[config.mk]
export PLATFORM = sky130hd
export DESIGN_NAME = clk_en_gen
export DESIGN_NICKNAME = d
export VERILOG_FILES = /design/src/rtl/clk_en_pkg.sv /design/src/rtl/clk_en_cnt.sv /design/src/rtl/clk_en_gen.sv
export SDC_FILE = /design/constraint.sdc
export NUM_CORES = 1
export LEC_CHECK = 0
export ABC_CLOCK_PERIOD_IN_PS = 2570
export CORE_UTILIZATION = 31
export CTS_BUF_LIST = sky130_fd_sc_hd__clkbuf_8
export CTS_CLUSTER_SIZE = 30
export DETAILED_ROUTE_END_ITERATION = 7
export MAX_ROUTING_LAYER = met4
export PLACE_DENSITY = 0.54
export SYNTH_ARGS = -nofsm -noshare
export SYNTH_HDL_FRONTEND = slang
export SYNTH_HIERARCHICAL = 1
export SYNTH_SLANG_ARGS = --single-unit
[constraint.sdc]
create_clock -name clk -period 2.57 [get_ports clk]
set_input_delay 0.3855 -clock clk [delete_from_list [all_inputs] [get_ports clk]]
set_output_delay 0.3855 -clock clk [all_outputs]
set_load 0.05 [all_outputs]
[src/rtl/clk_en_pkg.sv]
// Shared types and constants for the clock-enable generator.
package clk_en_pkg;

  typedef enum logic [1:0] {
    IDLE     = 2'd0,
    RUN      = 2'd1,
    STOPPING = 2'd2
  } state_t;

  localparam int MIN_DIV = 2;

endpackage

[src/rtl/clk_en_cnt.sv]
// Period counter: shadow-loads the effective period on start and on every wrap,
// counts 0..period-1 while busy and sits at 0 otherwise.
module clk_en_cnt
  import clk_en_pkg::*;
#(
  parameter int CNT_W = 8
) (
  input  logic             clk,
  input  logic             rst_n,
  input  logic             busy,
  input  logic             load,
  input  logic [CNT_W-1:0] div,
  output logic [CNT_W-1:0] cnt,
  output logic [CNT_W-1:0] period,
  output logic             wrap
);

  localparam logic [CNT_W-1:0] MIN_P = CNT_W'(MIN_DIV);

  function automatic logic [CNT_W-1:0] eff_div(input logic [CNT_W-1:0] d);
    return (d < MIN_P) ? MIN_P : d;
  endfunction

  assign wrap = busy && (cnt == period - 1'b1);

  always_ff @(posedge clk) begin
    if (!rst_n) begin
      cnt    <= '0;
      period <= MIN_P;
    end else if (load) begin
      cnt    <= '0;
      period <= eff_div(div);
    end else if (wrap) begin
      // A new div only takes hold at a period boundary.
      cnt    <= '0;
      period <= eff_div(div);
    end else if (busy) begin
      cnt    <= cnt + 1'b1;
    end else begin
      cnt    <= '0;
    end
  end

endmodule

[src/rtl/clk_en_gen.sv]
// Clock-enable generator: one ce strobe per period, a derived data-level clock
// with edge pulses, and a data bit captured on each enable.
module clk_en_gen
  import clk_en_pkg::*;
#(
  parameter int CNT_W = 8
) (
  input  logic             clk,
  input  logic             rst_n,
  input  logic             start,
  input  logic             stop,
  input  logic [CNT_W-1:0] div,
  input  logic             din,
  output logic             ce,
  output logic             dclk,
  output logic             rise,
  output logic             fall,
  output logic             dout,
  output logic             busy
);

  state_t           state;
  logic [CNT_W-1:0] cnt;
  logic [CNT_W-1:0] period;
  logic             wrap;
  logic             load;
  logic             dclk_q;
  logic             dout_q;

  // stop has priority over start when both are seen in IDLE.
  assign load = (state == IDLE) && start && !stop;

  clk_en_cnt #(.CNT_W(CNT_W)) u_cnt (
    .clk    (clk),
    .rst_n  (rst_n),
    .busy   (busy),
    .load   (load),
    .div    (div),
    .cnt    (cnt),
    .period (period),
    .wrap   (wrap)
  );

  always_ff @(posedge clk) begin
    if (!rst_n) begin
      state <= IDLE;
    end else begin
      case (state)
        IDLE:     if (load) state <= RUN;
        // A stop seen on the wrap edge ends the run right there.
        RUN:      if (stop) state <= wrap ? IDLE : STOPPING;
        STOPPING: if (wrap) state <= IDLE;
        default:  state <= IDLE;
      endcase
    end
  end

  assign busy = (state != IDLE);
  assign ce   = busy && (cnt == '0);
  assign dclk = busy && (cnt < (period >> 1));
  assign rise = dclk && !dclk_q;
  assign fall = !dclk && dclk_q;
  assign dout = dout_q;

  always_ff @(posedge clk) begin
    if (!rst_n) begin
      dclk_q <= 1'b0;
      dout_q <= 1'b0;
    end else begin
      dclk_q <= dclk;
      if (ce) dout_q <= din;
    end
  end

endmodule

[After elaboration in Yosys (flattened, before gate mapping)]
Index checks and enable logic that the tools add are counted.
Word-level totals
  bits in registers: 20
  input bits: 13
  logic and storage cells: 41
Operators by class
  add/subtract/negate cells: 2
  magnitude comparators: 2
  equality and inequality tests: 6
  mux-type cells: 8
  bitwise gates (word level): 2
  reductions and logical operators: 16
Operator list (count)
  $mux 8: 3
  $add 8x1->8 const B: 1
  $eq 8x8->1: 1
  $logic_not 8->1: 1
  $lt 8x2->1 const B: 1
  $lt 8x7->1: 1
  $mux 2: 4
  $sub 8x1->8 const B: 1
  $logic_and 1x1->1: 7
  $ne 2x2->1 const B: 3
  $pmux 2 s3: 1
  $reduce_bool 2->1: 2
  $reduce_or 4->1: 1
  $logic_not 1->1: 3
  $reduce_and 3->1: 1
  $eq 2x1->1 const B: 1
  $eq 2x2->1 const B: 1
  $logic_not 2->1: 1
  $not 1->1: 2

[Depth between registers and ports, before layout]
  depth after elaboration: 6
  depth in mapped cells: 11
  depth with buffers taken out: 8

[By module]
Netlist, hierarchy kept.
By module, submodules not included
  clk_en_cnt: instances 1, cells an instance 114, area each 959.7 sq um
  clk_en_gen: instances 1, cells an instance 44, area each 377.9 sq um

[Worst setup path after synthesis]
No wires, ideal clock.
  path type: register to output
  from: register u_cnt.period[6]
  to: output port rise
  data arrival time: 2510 ps
  data required time: 2184 ps
  setup slack: -325 ps
  cell stages (with the launch flop): 6
  cell sequence: dfxtp_1 -> inv_1 -> ha_1 -> a21o_1 -> a311o_1 -> a311oi_1
Between the ends
  word-level cells in the longest chain between the ends: 3
Ends and longest elaborated chain
  start: declaration: RTL line clk_en_cnt.sv:14  | output logic [CNT_W-1:0] period,
  start signal: assignment: RTL line clk_en_cnt.sv:32  | period <= eff_div(div);
  start signal: assignment: RTL line clk_en_cnt.sv:36  | period <= eff_div(div);
  $lt 8x7->1: RTL line clk_en_gen.sv:60  | assign dclk = busy && (cnt < (period >> 1));
  $logic_and 1x1->1: RTL line clk_en_gen.sv:60
  $logic_and 1x1->1: RTL line clk_en_gen.sv:61  | assign rise = dclk && !dclk_q;
  end: declaration: RTL line clk_en_gen.sv:16  | output logic rise,
No other way between the ends.

[Final worst setup path]
  from: register u_cnt.cnt[5]
  to: output port rise
Between the ends
  word-level cells in the longest chain between the ends: 3
Ends and longest elaborated chain
  start: declaration: RTL line clk_en_cnt.sv:13  | output logic [CNT_W-1:0] cnt,
  start signal: assignment: RTL line clk_en_cnt.sv:38  | cnt <= cnt + 1'b1;
  $lt 8x7->1: RTL line clk_en_gen.sv:60
  $logic_and 1x1->1: RTL line clk_en_gen.sv:60
  $logic_and 1x1->1: RTL line clk_en_gen.sv:61
No other way between the ends.

==> tab_implementation.tex <==
\begin{tabular}{lr}
\hline
Metric & Value \\
\hline
\multicolumn{2}{l}{\textbf{Run status}} \\
Run status & finished clean \\
\multicolumn{2}{l}{\textbf{Timing}} \\
Setup Skew & 0.007665 ns \\
Setup TNS & 0 ns \\
Max Clock Freq & around 400 MHz \\
Post-route worst setup slack & roughly 0.094 ns \\
Final count of negative-setup-slack endpoints & 0 \\
Number of max-slew violations in the final report & 0 \\
Period minus WS final & 2.476 ns \\
Worst-margin pin slew & about 0.50 ns \\
Normalized max-slew margin & 0.6658 \\
RSZ-0062 raised after global routing & no \\
Count of endpoints failing hold in the final timing report & 0 \\
Share of the clock period used by the worst path after layout & 0.9634 \\
\multicolumn{2}{l}{\textbf{Placed design}} \\
Worst slack at placement & 0.3195 ns \\
Routability Congestion & 0.7993 \\
HPWL after detailed placement & between 2 and 2.5 mm \\
Port Buffer Count & 18 \\
\multicolumn{2}{l}{\textbf{CTS}} \\
Number of buffers created by CTS & 3 \\
Number of buffers inserted by post-CTS setup repair & 0 \\
Number of sinks driven by the clock tree & 20 \\
Number of buffers on the longest clock path & 2 \\
Clock latency on the worst-skew pair & 0.26 ns \\
Number of H-tree branching levels & 1 \\
Clock tree from TritonCTS & done \\
Buffer cell driving the clock tree root & sky130\_fd\_sc\_hd\_\_clkbuf\_8 \\
Clock-pin slew of the registers on the worst-case setup and hold paths & $\sim$0.08 ns \\
CTS Hold Bufs & 0 \\
\multicolumn{2}{l}{\textbf{Routing}} \\
Total Routed Length & 2.924 mm \\
Drt first pass iters & 4 \\
Vias after detailed routing & approximately 1100 \\
Drt wl/cell & between 10 and 15 µm \\
Violation count after the first detailed-route iteration & 28 \\
DRC violation count after routing & 0 \\
Routed via count divided by cell count & $\sim$5 \\
Antenna Nets Post-Route & 0 \\
\multicolumn{2}{l}{\textbf{Synthesis}} \\
Flip-flop and latch count after synthesis & 20 \\
Most repeated cell in the gate-level netlist after synthesis & sky130\_fd\_sc\_hd\_\_nand2\_1 \\
Main area contributors after synthesis & sky130\_fd\_sc\_hd\_\_dfxtp\_1, sky130\_fd\_sc\_hd\_\_ha\_1, sky130\_fd\_sc\_hd\_\_mux2i\_1 \\
Yosys top cell by area & sky130\_fd\_sc\_hd\_\_dfxtp\_1 \\
Number of enable flip-flop cells after synthesis & 0 \\
Sequential fraction of the synthesis area & 0.2993 \\
Synthesized cell area & between 0.001 and 0.0015 mm² \\
Proportion of netlist area held by the largest area contributor & 0.2993 \\
Number of synthesis warnings & 6 \\
Average size of a mapped cell & between 8 and 9 µm² \\
Top\_reg\_cell synth & sky130\_fd\_sc\_hd\_\_dfxtp\_1 \\
Distinct cell type count after synthesis & between 40 and 50 \\
Cells after synthesis & around 160 \\
Number of nets in the synthesized netlist & between 150 and 200 \\
Post-synthesis async set-or-reset flop share & 0 \\
Most common library cells after synthesis & sky130\_fd\_sc\_hd\_\_nand2\_1, sky130\_fd\_sc\_hd\_\_dfxtp\_1, sky130\_fd\_sc\_hd\_\_nor2\_1 \\
\multicolumn{2}{l}{\textbf{Finish}} \\
Count of filler cells inserted in the layout & a little over 400 \\
Signed area change from the synthesized netlist to the final layout & 22.08\% \\
Area occupied by multi-input gates & approximately 860 µm² \\
Area occupied by registers & roughly 400 µm² \\
Final layout net count & approximately 200 \\
Antenna fix cells & 0 \\
Core occupancy in the finished layout & 0.4024 \\
Layout cell share with drive strength beyond 1 & 0.1314 \\
\multicolumn{2}{l}{\textbf{Run}} \\
Max Cap Viol & 0 \\
\multicolumn{2}{l}{\textbf{Floorplan}} \\
DIE HEIGHT & between 60 and 70 µm \\
Die Footprint & 0.004581 mm² \\
Core Footprint & about 0.0041 mm² \\
Std-Cell Rows & 23 \\
Floorplan die width & roughly 68 µm \\
Boundary pin count & 19 \\
Initial Util & 0.3296 \\
\multicolumn{2}{l}{\textbf{Worst setup path}} \\
Arrival time reported for the critical path endpoint & approximately 2.1 ns \\
Startpoint class of the critical path & register \\
Register-to-register setup slack & between 0.3 and 0.4 ns \\
Crit-path max FO & 6 \\
R2r startpoint & u\_cnt/period[0] \\
Critical path capture point type & output pin \\
Crit path kind & register to output pin \\
Reg-to-reg critical path endpoint & u\_cnt/cnt[2] \\
Critical Path RT & about 2.2 ns \\
FF-to-FF path depth & 8 \\
\multicolumn{2}{l}{\textbf{Global route}} \\
Via count of the first global-routing pass & between 1000 and 1500 \\
First-pass GRT wire length & between 4 and 5 mm \\
Global-route total usage across every layer & 0.1502 \\
Grt total ovfl & 0 \\
Number of antenna violations at the first check in global routing & 0 \\
Largest net degree at the start of global routing & 20 \\
\multicolumn{2}{l}{\textbf{Power and ir drop}} \\
Static Leakage & $\sim$0.66 nW \\
Power after layout & around 0.76 mW \\
IR drop worst, VDD & roughly 0.20 mV \\
Power density over the cells & about 460 mW/mm² \\
\multicolumn{2}{l}{\textbf{Hold path}} \\
Hold Crit Endpoint & dout \\
Worst min path class & register to register \\
Count of cells along the worst hold path & 2 \\
Launch instance of the worst min-delay path & dout \\
\hline
\end{tabular}
## per-stage QoR
stage / instances / area (µm²) / hold WS [ns]
after floorplan: 158 / 1344 / 0.4455
after global placement: 221 / 1574 / 0.4474
after detailed placement: 221 / 1574 / 0.4588
after CTS: 225 / 1629 / 0.4697
after global routing: 225 / 1633 / 0.4786
final: 225 / 1633 / 0.4623
## routing by layer
layer	GRT usage	vias to the layer above	wire length [µm]	share of wire
li1	-	582	-	-
met1	0.1712	519	1385	0.47
met2	0.2500	20	1362	0.47
met3	0.02703	7	103	0.035
met4	0.07447	0	73	0.025
met5	-	-	0	0
## worst max-delay path, cell delays in order, from the launching register on
cell and delay, ns:
sky130_fd_sc_hd__dfxtp_1 0.46, sky130_fd_sc_hd__ha_1 0.29, sky130_fd_sc_hd__a21o_1 0.16, sky130_fd_sc_hd__a311o_1 0.40
sky130_fd_sc_hd__a311oi_2 0.35, sky130_fd_sc_hd__buf_12 0.18
## what timing repair did
item	in CTS	in global routing
gates resized for setup	0	3
hold endpoints to repair	0	0
setup endpoints to repair	0	2
## layout make-up
type                            count  share of cell area
Tap cell                           50             0.03831
Timing Repair Buffer               20              0.1287
Inverter                           12             0.02759
Sequential cell                    20              0.2475
Multi-Input combinational cell    119              0.5241
Clock buffer                        4             0.03372
## registers in the layout, summed over array words and instances, names as in the netlist
name / count
state: 2
u_cnt/cnt: 8
dout: 1
u_cnt/period: 8
dclk_q: 1
## logic make-up (layout without fill, tap and decap cells)
logic type,after synthesis,after routing,synth area share
simple gates,64,64,0.2554
compound gates,22,22,0.1310
flops,20,20,0.2993
buf+inv,19,36,0.06547
xor+xnor,15,15,0.09823
mux,10,10,0.07577
fa+ha+maj,8,8,0.07484
## worst max-delay path by stage
stage	startpoint	endpoint	slack, ns	cells after the start
3_5_place_dp	u_cnt/period[6]	rise	0.32	6
5_1_grt	u_cnt/period[5]	rise	0.002	6
3_3_place_gp	u_cnt/period[2]	rise	0.36	5
6_report	u_cnt/cnt[5]	rise	0.09	5
4_1_cts	u_cnt/period[6]	rise	0.03	6
2_1_floorplan	u_cnt/period[6]	dclk	0.11	5
## power by group
group / switching, mW / internal, mW / total, mW
combinational: 0.0913 / 0.0833 / 0.175
clock: 0.107 / 0.137 / 0.243
sequential: 0.0190 / 0.322 / 0.341
## cells in the final DEF (no fill, tap or decap), drive strengths merged, types with 2 or more instances in the layout
cell,count
nor3,5
o21bai,2
nor2,16
inv,12
a21oi,2
clkbuf,4
o21ai,3
nand2,21
xnor2,9
dfxtp,20
ha,8
clkdlybuf4s50,14
mux2i,9
a41oi,2
a211oi,2
and3,2
buf,6
xor2,6
nand2b,4
nand3,3
or3,2
a311oi,2
nor4,3
Power figures use the tool's default switching activity.
==> RTL edit 1 (same settings) <==
`CNT_W` is set to 8 in 2 places; all go to 9.
--- a/src/rtl/clk_en_cnt.sv
+++ b/src/rtl/clk_en_cnt.sv
@@ -5,3 +5,3 @@
 #(
-  parameter int CNT_W = 8
+  parameter int CNT_W = 9
 ) (
--- a/src/rtl/clk_en_gen.sv
+++ b/src/rtl/clk_en_gen.sv
@@ -5,3 +5,3 @@
 #(
-  parameter int CNT_W = 8
+  parameter int CNT_W = 9
 ) (
Interface: changed (resized div); port bits go from 19 to 20. No check against the original RTL was run, so the function may have changed too.
==> RTL edit 1 against the unedited design <==
Final area increased by 21%; via count increased by 22%; setup slack improved by 63 ps; power increased by 19%; sequential cell count increased by 2; wire length increased by 25%; core utilization increased by 0.46 points; cell count increased by 20%; synthesized area increased by 20%; critical path type unchanged.
==> RTL edit 1: results (changes against the unedited design) <==
metric,value,unit,change
Worst Skew,2.59,ps,-5.08 ps
Yosys cell types,45,,-4.3%
Slowest Stage Delay on Critical Path,410,ps,-50 ps
Synth area leaders,"dfxtp_1 (28%), ha_1 (7.0%), nor4_2 (6.3%), nand2_1 (5.9%), mux2i_1 (5.6%)",,
nets@finish,228,,+16%
first-pass GRT wire length,6.12,mm,+25%
largest net degree at the start of global routing,24,,+20%
dpl cell area,1900,µm²,+21%
Routed wire per std cell,13.5,µm,+3.6%
synth cell count leaders,"nand2_1 (25), dfxtp_1 (22), inv_1 (14)",,
Leak Pwr,0.733,nW,+10%
hold-critical path depth,1,,-1
HP Start,state[1]$_SDFFE_PN0P_,,
Worst Path Max Fanout,4,,-2
GRT Util Overall,0.153,,+0.00270
top flop regs,"u_cnt/cnt x9, u_cnt/period x9, state x2",,
Worst EP arrival,2030,ps,-60 ps
class of the worst hold path,reg2reg,,
DR vias,1374,,+22%
Worst-path clk slew,80,ps,about the same
status,completed,,
placer congestion estimate,0.807,,+0.98%
ratio of cells with drive above 1 in the final layout,0.181,,+0.0499
"Seq/Total Area, Yosys",0.275,,-0.0241
Worst R2R End,state[1]$_SDFFE_PN0P_,,
port bufs,19,,+1
Final HPWL DP,2.83,mm,+24%
VDD IR max,0.226,mV,+10%
Hold Path End,state[0]$_SDFFE_PN0P_,,
initial DRC count,53,,+89%
Max-slew headroom,0.661,,-0.00485
syn_nets,206,,+15%
vias in the first global route,1257,,+12%
[RTL edit 1: layout make-up]
class	count	area (µm²)
fillers	481	2880
multi-input cells	138	1050
flip-flops and latches	22	442
repair buffers	26	270
well taps	67	83.8
inverters	14	52.6
clock buffers	3	41.3
clock inverters	1	30.0
[RTL edit 1: per-layer routing]
metal	global-route usage	share of wire
met1	0.210	0.51
met2	0.232	0.46
met3	0.0165	0.028
met4	0.0513	0.0085
met5	-	0
[RTL edit 1: how the worst max path moves through the flow]
stage	start	to	slack (ps)
floorplan	u_cnt/period[7]$_SDFFE_PN0P_	dclk	180
global placement	u_cnt/period[0]$_SDFFE_PN0P_	state[1]$_SDFFE_PN0P_	320
detailed placement	u_cnt/period[0]$_SDFFE_PN0P_	state[1]$_SDFFE_PN0P_	320
CTS	u_cnt/period[2]$_SDFFE_PN0P_	rise	40
global route	u_cnt/period[7]$_SDFFE_PN0P_	rise	30
finish	u_cnt/period[7]$_SDFFE_PN0P_	fall	160
[RTL edit 1: what timing repair did]
item | CTS | global route
hold buffers | 0 | 0
hold endpoints to repair | 0 | 0
setup endpoints to repair | 0 | 2
gates resized for setup | 0 | 1
[RTL edit 1: per-stage QoR]
step                      std cells  worst slack (ps)  hold slack, ps   util  total power, mW
final                           271               157             495  0.407            0.903
after floorplan                 183               184             445      -            0.515
after detailed placement        267               316             478  0.392            0.586
after global routing            271              25.9             508  0.407            0.946
after CTS                       271              36.3             492  0.407            0.915
after global placement          267               319             476  0.392            0.587
[RTL edit 1: power breakdown]
part	total (mW)	switching, mW	internal, mW	leakage, nW
registers	0.373	0.0200	0.353	0.179
clock network	0.325	0.117	0.208	0.0357
logic	0.204	0.112	0.0926	0.518
[RTL edit 1: cell families after synthesis]
kind of cell | share of synthesized area
AO/OA/AOI/OAI | 0.122
XOR/XNOR | 0.0985
adder cells (fa/ha/maj) | 0.0704
buffers and inverters | 0.0696
flip-flops | 0.275
multiplexers | 0.0633
AND/OR/NAND/NOR | 0.301
[RTL edit 1: worst max-delay path, delay by kind of cell (launching register included)]
family,cells,cell delay [ps]
adder cells (fa/ha/maj),1,290
flip-flops,1,410
buffers and inverters,2,210
AO/OA/AOI/OAI,3,840
==> RTL edit 2 (same settings) <==
Without the edit above. Register the inputs `start`, `stop`, `div` and `din` before use, without a reset. The logic sees them one clock later.
--- a/src/rtl/clk_en_gen.sv
+++ b/src/rtl/clk_en_gen.sv
@@ -21,2 +21,14 @@
 
+  logic start_q;
+  logic stop_q;
+  logic [CNT_W-1:0] div_q;
+  logic din_q;
+
+  always_ff @(posedge clk) begin
+    start_q <= start;
+    stop_q  <= stop;
+    div_q   <= div;
+    din_q   <= din;
+  end
+
   state_t           state;
@@ -30,3 +42,3 @@
   // stop has priority over start when both are seen in IDLE.
-  assign load = (state == IDLE) && start && !stop;
+  assign load = (state == IDLE) && start_q && !stop_q;
 
@@ -37,3 +49,3 @@
     .load   (load),
-    .div    (div),
+    .div    (div_q),
     .cnt    (cnt),
@@ -50,3 +62,3 @@
         // A stop seen on the wrap edge ends the run right there.
-        RUN:      if (stop) state <= wrap ? IDLE : STOPPING;
+        RUN:      if (stop_q) state <= wrap ? IDLE : STOPPING;
         STOPPING: if (wrap) state <= IDLE;
@@ -70,3 +82,3 @@
       dclk_q <= dclk;
-      if (ce) dout_q <= din;
+      if (ce) dout_q <= din_q;
     end
Function: changed (a bounded check fails within 4 cycles, from zero or initial values and one cycle with rst_n low).
==> RTL edit 2 against the unedited design <==
Setup slack improved by 21 ps; power up 55%; clock skew down 2.3 ps; synthesized area grew 16%; fmax up 0.87%; wire length is 9.7% higher; sequential cell count is 11 higher; final area increased by 18%.
==> RTL edit 2: results (changes against the unedited design) <==
metric,value,unit,change
Routed wire per std cell,12.5,µm,-3.9%
Worst EP arrival,2070,ps,-20 ps
Worst Skew,5.39,ps,-2.27 ps
Layout Cells excl Fill,257,,+14%
Cells after Synth,169,,+7.0%
internal reg-to-reg setup slack,300,ps,-20 ps
VDD IR max,0.375,mV,+83%
status,completed,,
ratio of cells with drive above 1 in the final layout,0.147,,+0.0159
Comb pwr share,0.149,,-0.081
Final HPWL DP,2.40,mm,+4.7%
Worst-Margin Slew,506,ps,+6.29 ps
synth cell count leaders,"dfxtp_1 (31), nand2_1 (21), nor2_1 (15)",,
htree depth,2,,+1
Slowest cell on crit path,a2111o_1,,
Via density,4.69,,-6.4%
met2 wire len,1.46,mm,+6.8%
final-layout fill cell count,475,,+15%
clock insertion delay at the later pin of the skew report,280,ps,+20 ps
Place WS,321,ps,+1.65 ps
placer congestion estimate,0.865,,+8.2%
sw power,300,µW,+38%
post-placement cell count,249,,+13%
Leak Pwr,0.787,nW,+19%
"Seq/Total Area, Yosys",0.398,,+0.0990
GRT Util Overall,0.140,,-0.00992
metal3 WL,120,µm,+17%
Worst Path Max Fanout,8,,+2
pwr dens,608,nW/µm²,+31%
Worst R2R Path Depth,9,,+1
Synth area leaders,"dfxtp_1 (40%), ha_1 (6.4%), mux2i_1 (5.8%), nand2_1 (5.1%), xnor2_1 (5.1%)",,
GR Layer Usage met1,0.187,,+0.0160
syn_nets,190,,+6.1%
-- RTL edit 2: final cells by class --
type	count	area [µm²]	share of cell area
Multi-Input combinational cell	119	856	0.443
Sequential cell	31	626	0.324
Timing Repair Buffer	20	210	0.109
Tap cell	67	83.8	0.0434
Clock buffer	5	68.8	0.0356
Inverter	12	45.0	0.0233
Clock inverter	3	43.8	0.0227
-- RTL edit 2: timing repair --
action,in CTS,in global routing
resized for setup,0,4
endpoints found under the setup margin,0,3
hold endpoints to repair,0,0
-- RTL edit 2: cell families after synthesis --
logic type | after synthesis | synth area share
fa+ha+maj | 8 | 0.0643
simple gates | 64 | 0.219
buf+inv | 19 | 0.0562
mux | 10 | 0.0651
flops | 31 | 0.398
xor+xnor | 15 | 0.0843
compound gates | 22 | 0.112
-- RTL edit 2: tightest hold or removal path, cell delays in order, from the launching register on --
cell,delay (ps)
dfxtp_1,300
nand2_1,40
mux2i_1,50
-- RTL edit 2: metrics by stage --
stage / area (µm²) / hold slack (ps)
finish: 1930 / 445
floorplan: 1560 / 413
CTS: 1930 / 447
global route: 1930 / 475
detailed placement: 1820 / 437
global placement: 1820 / 431
-- RTL edit 2: how the worst max path moves through the flow --
stage | startpoint | end | slack [ps] | cells past startpoint
after detailed placement | u_cnt/period[6]$_SDFFE_PN0P_ | rise | 320 | 6
after global routing | u_cnt/period[2]$_SDFFE_PN0P_ | rise | 30 | 5
final | u_cnt/period[2]$_SDFFE_PN0P_ | rise | 120 | 5
after CTS | u_cnt/period[2]$_SDFFE_PN0P_ | rise | 7 | 5
after global placement | u_cnt/period[2]$_SDFFE_PN0P_ | rise | 350 | 5
after floorplan | u_cnt/period[6]$_SDFFE_PN0P_ | dclk | 110 | 5
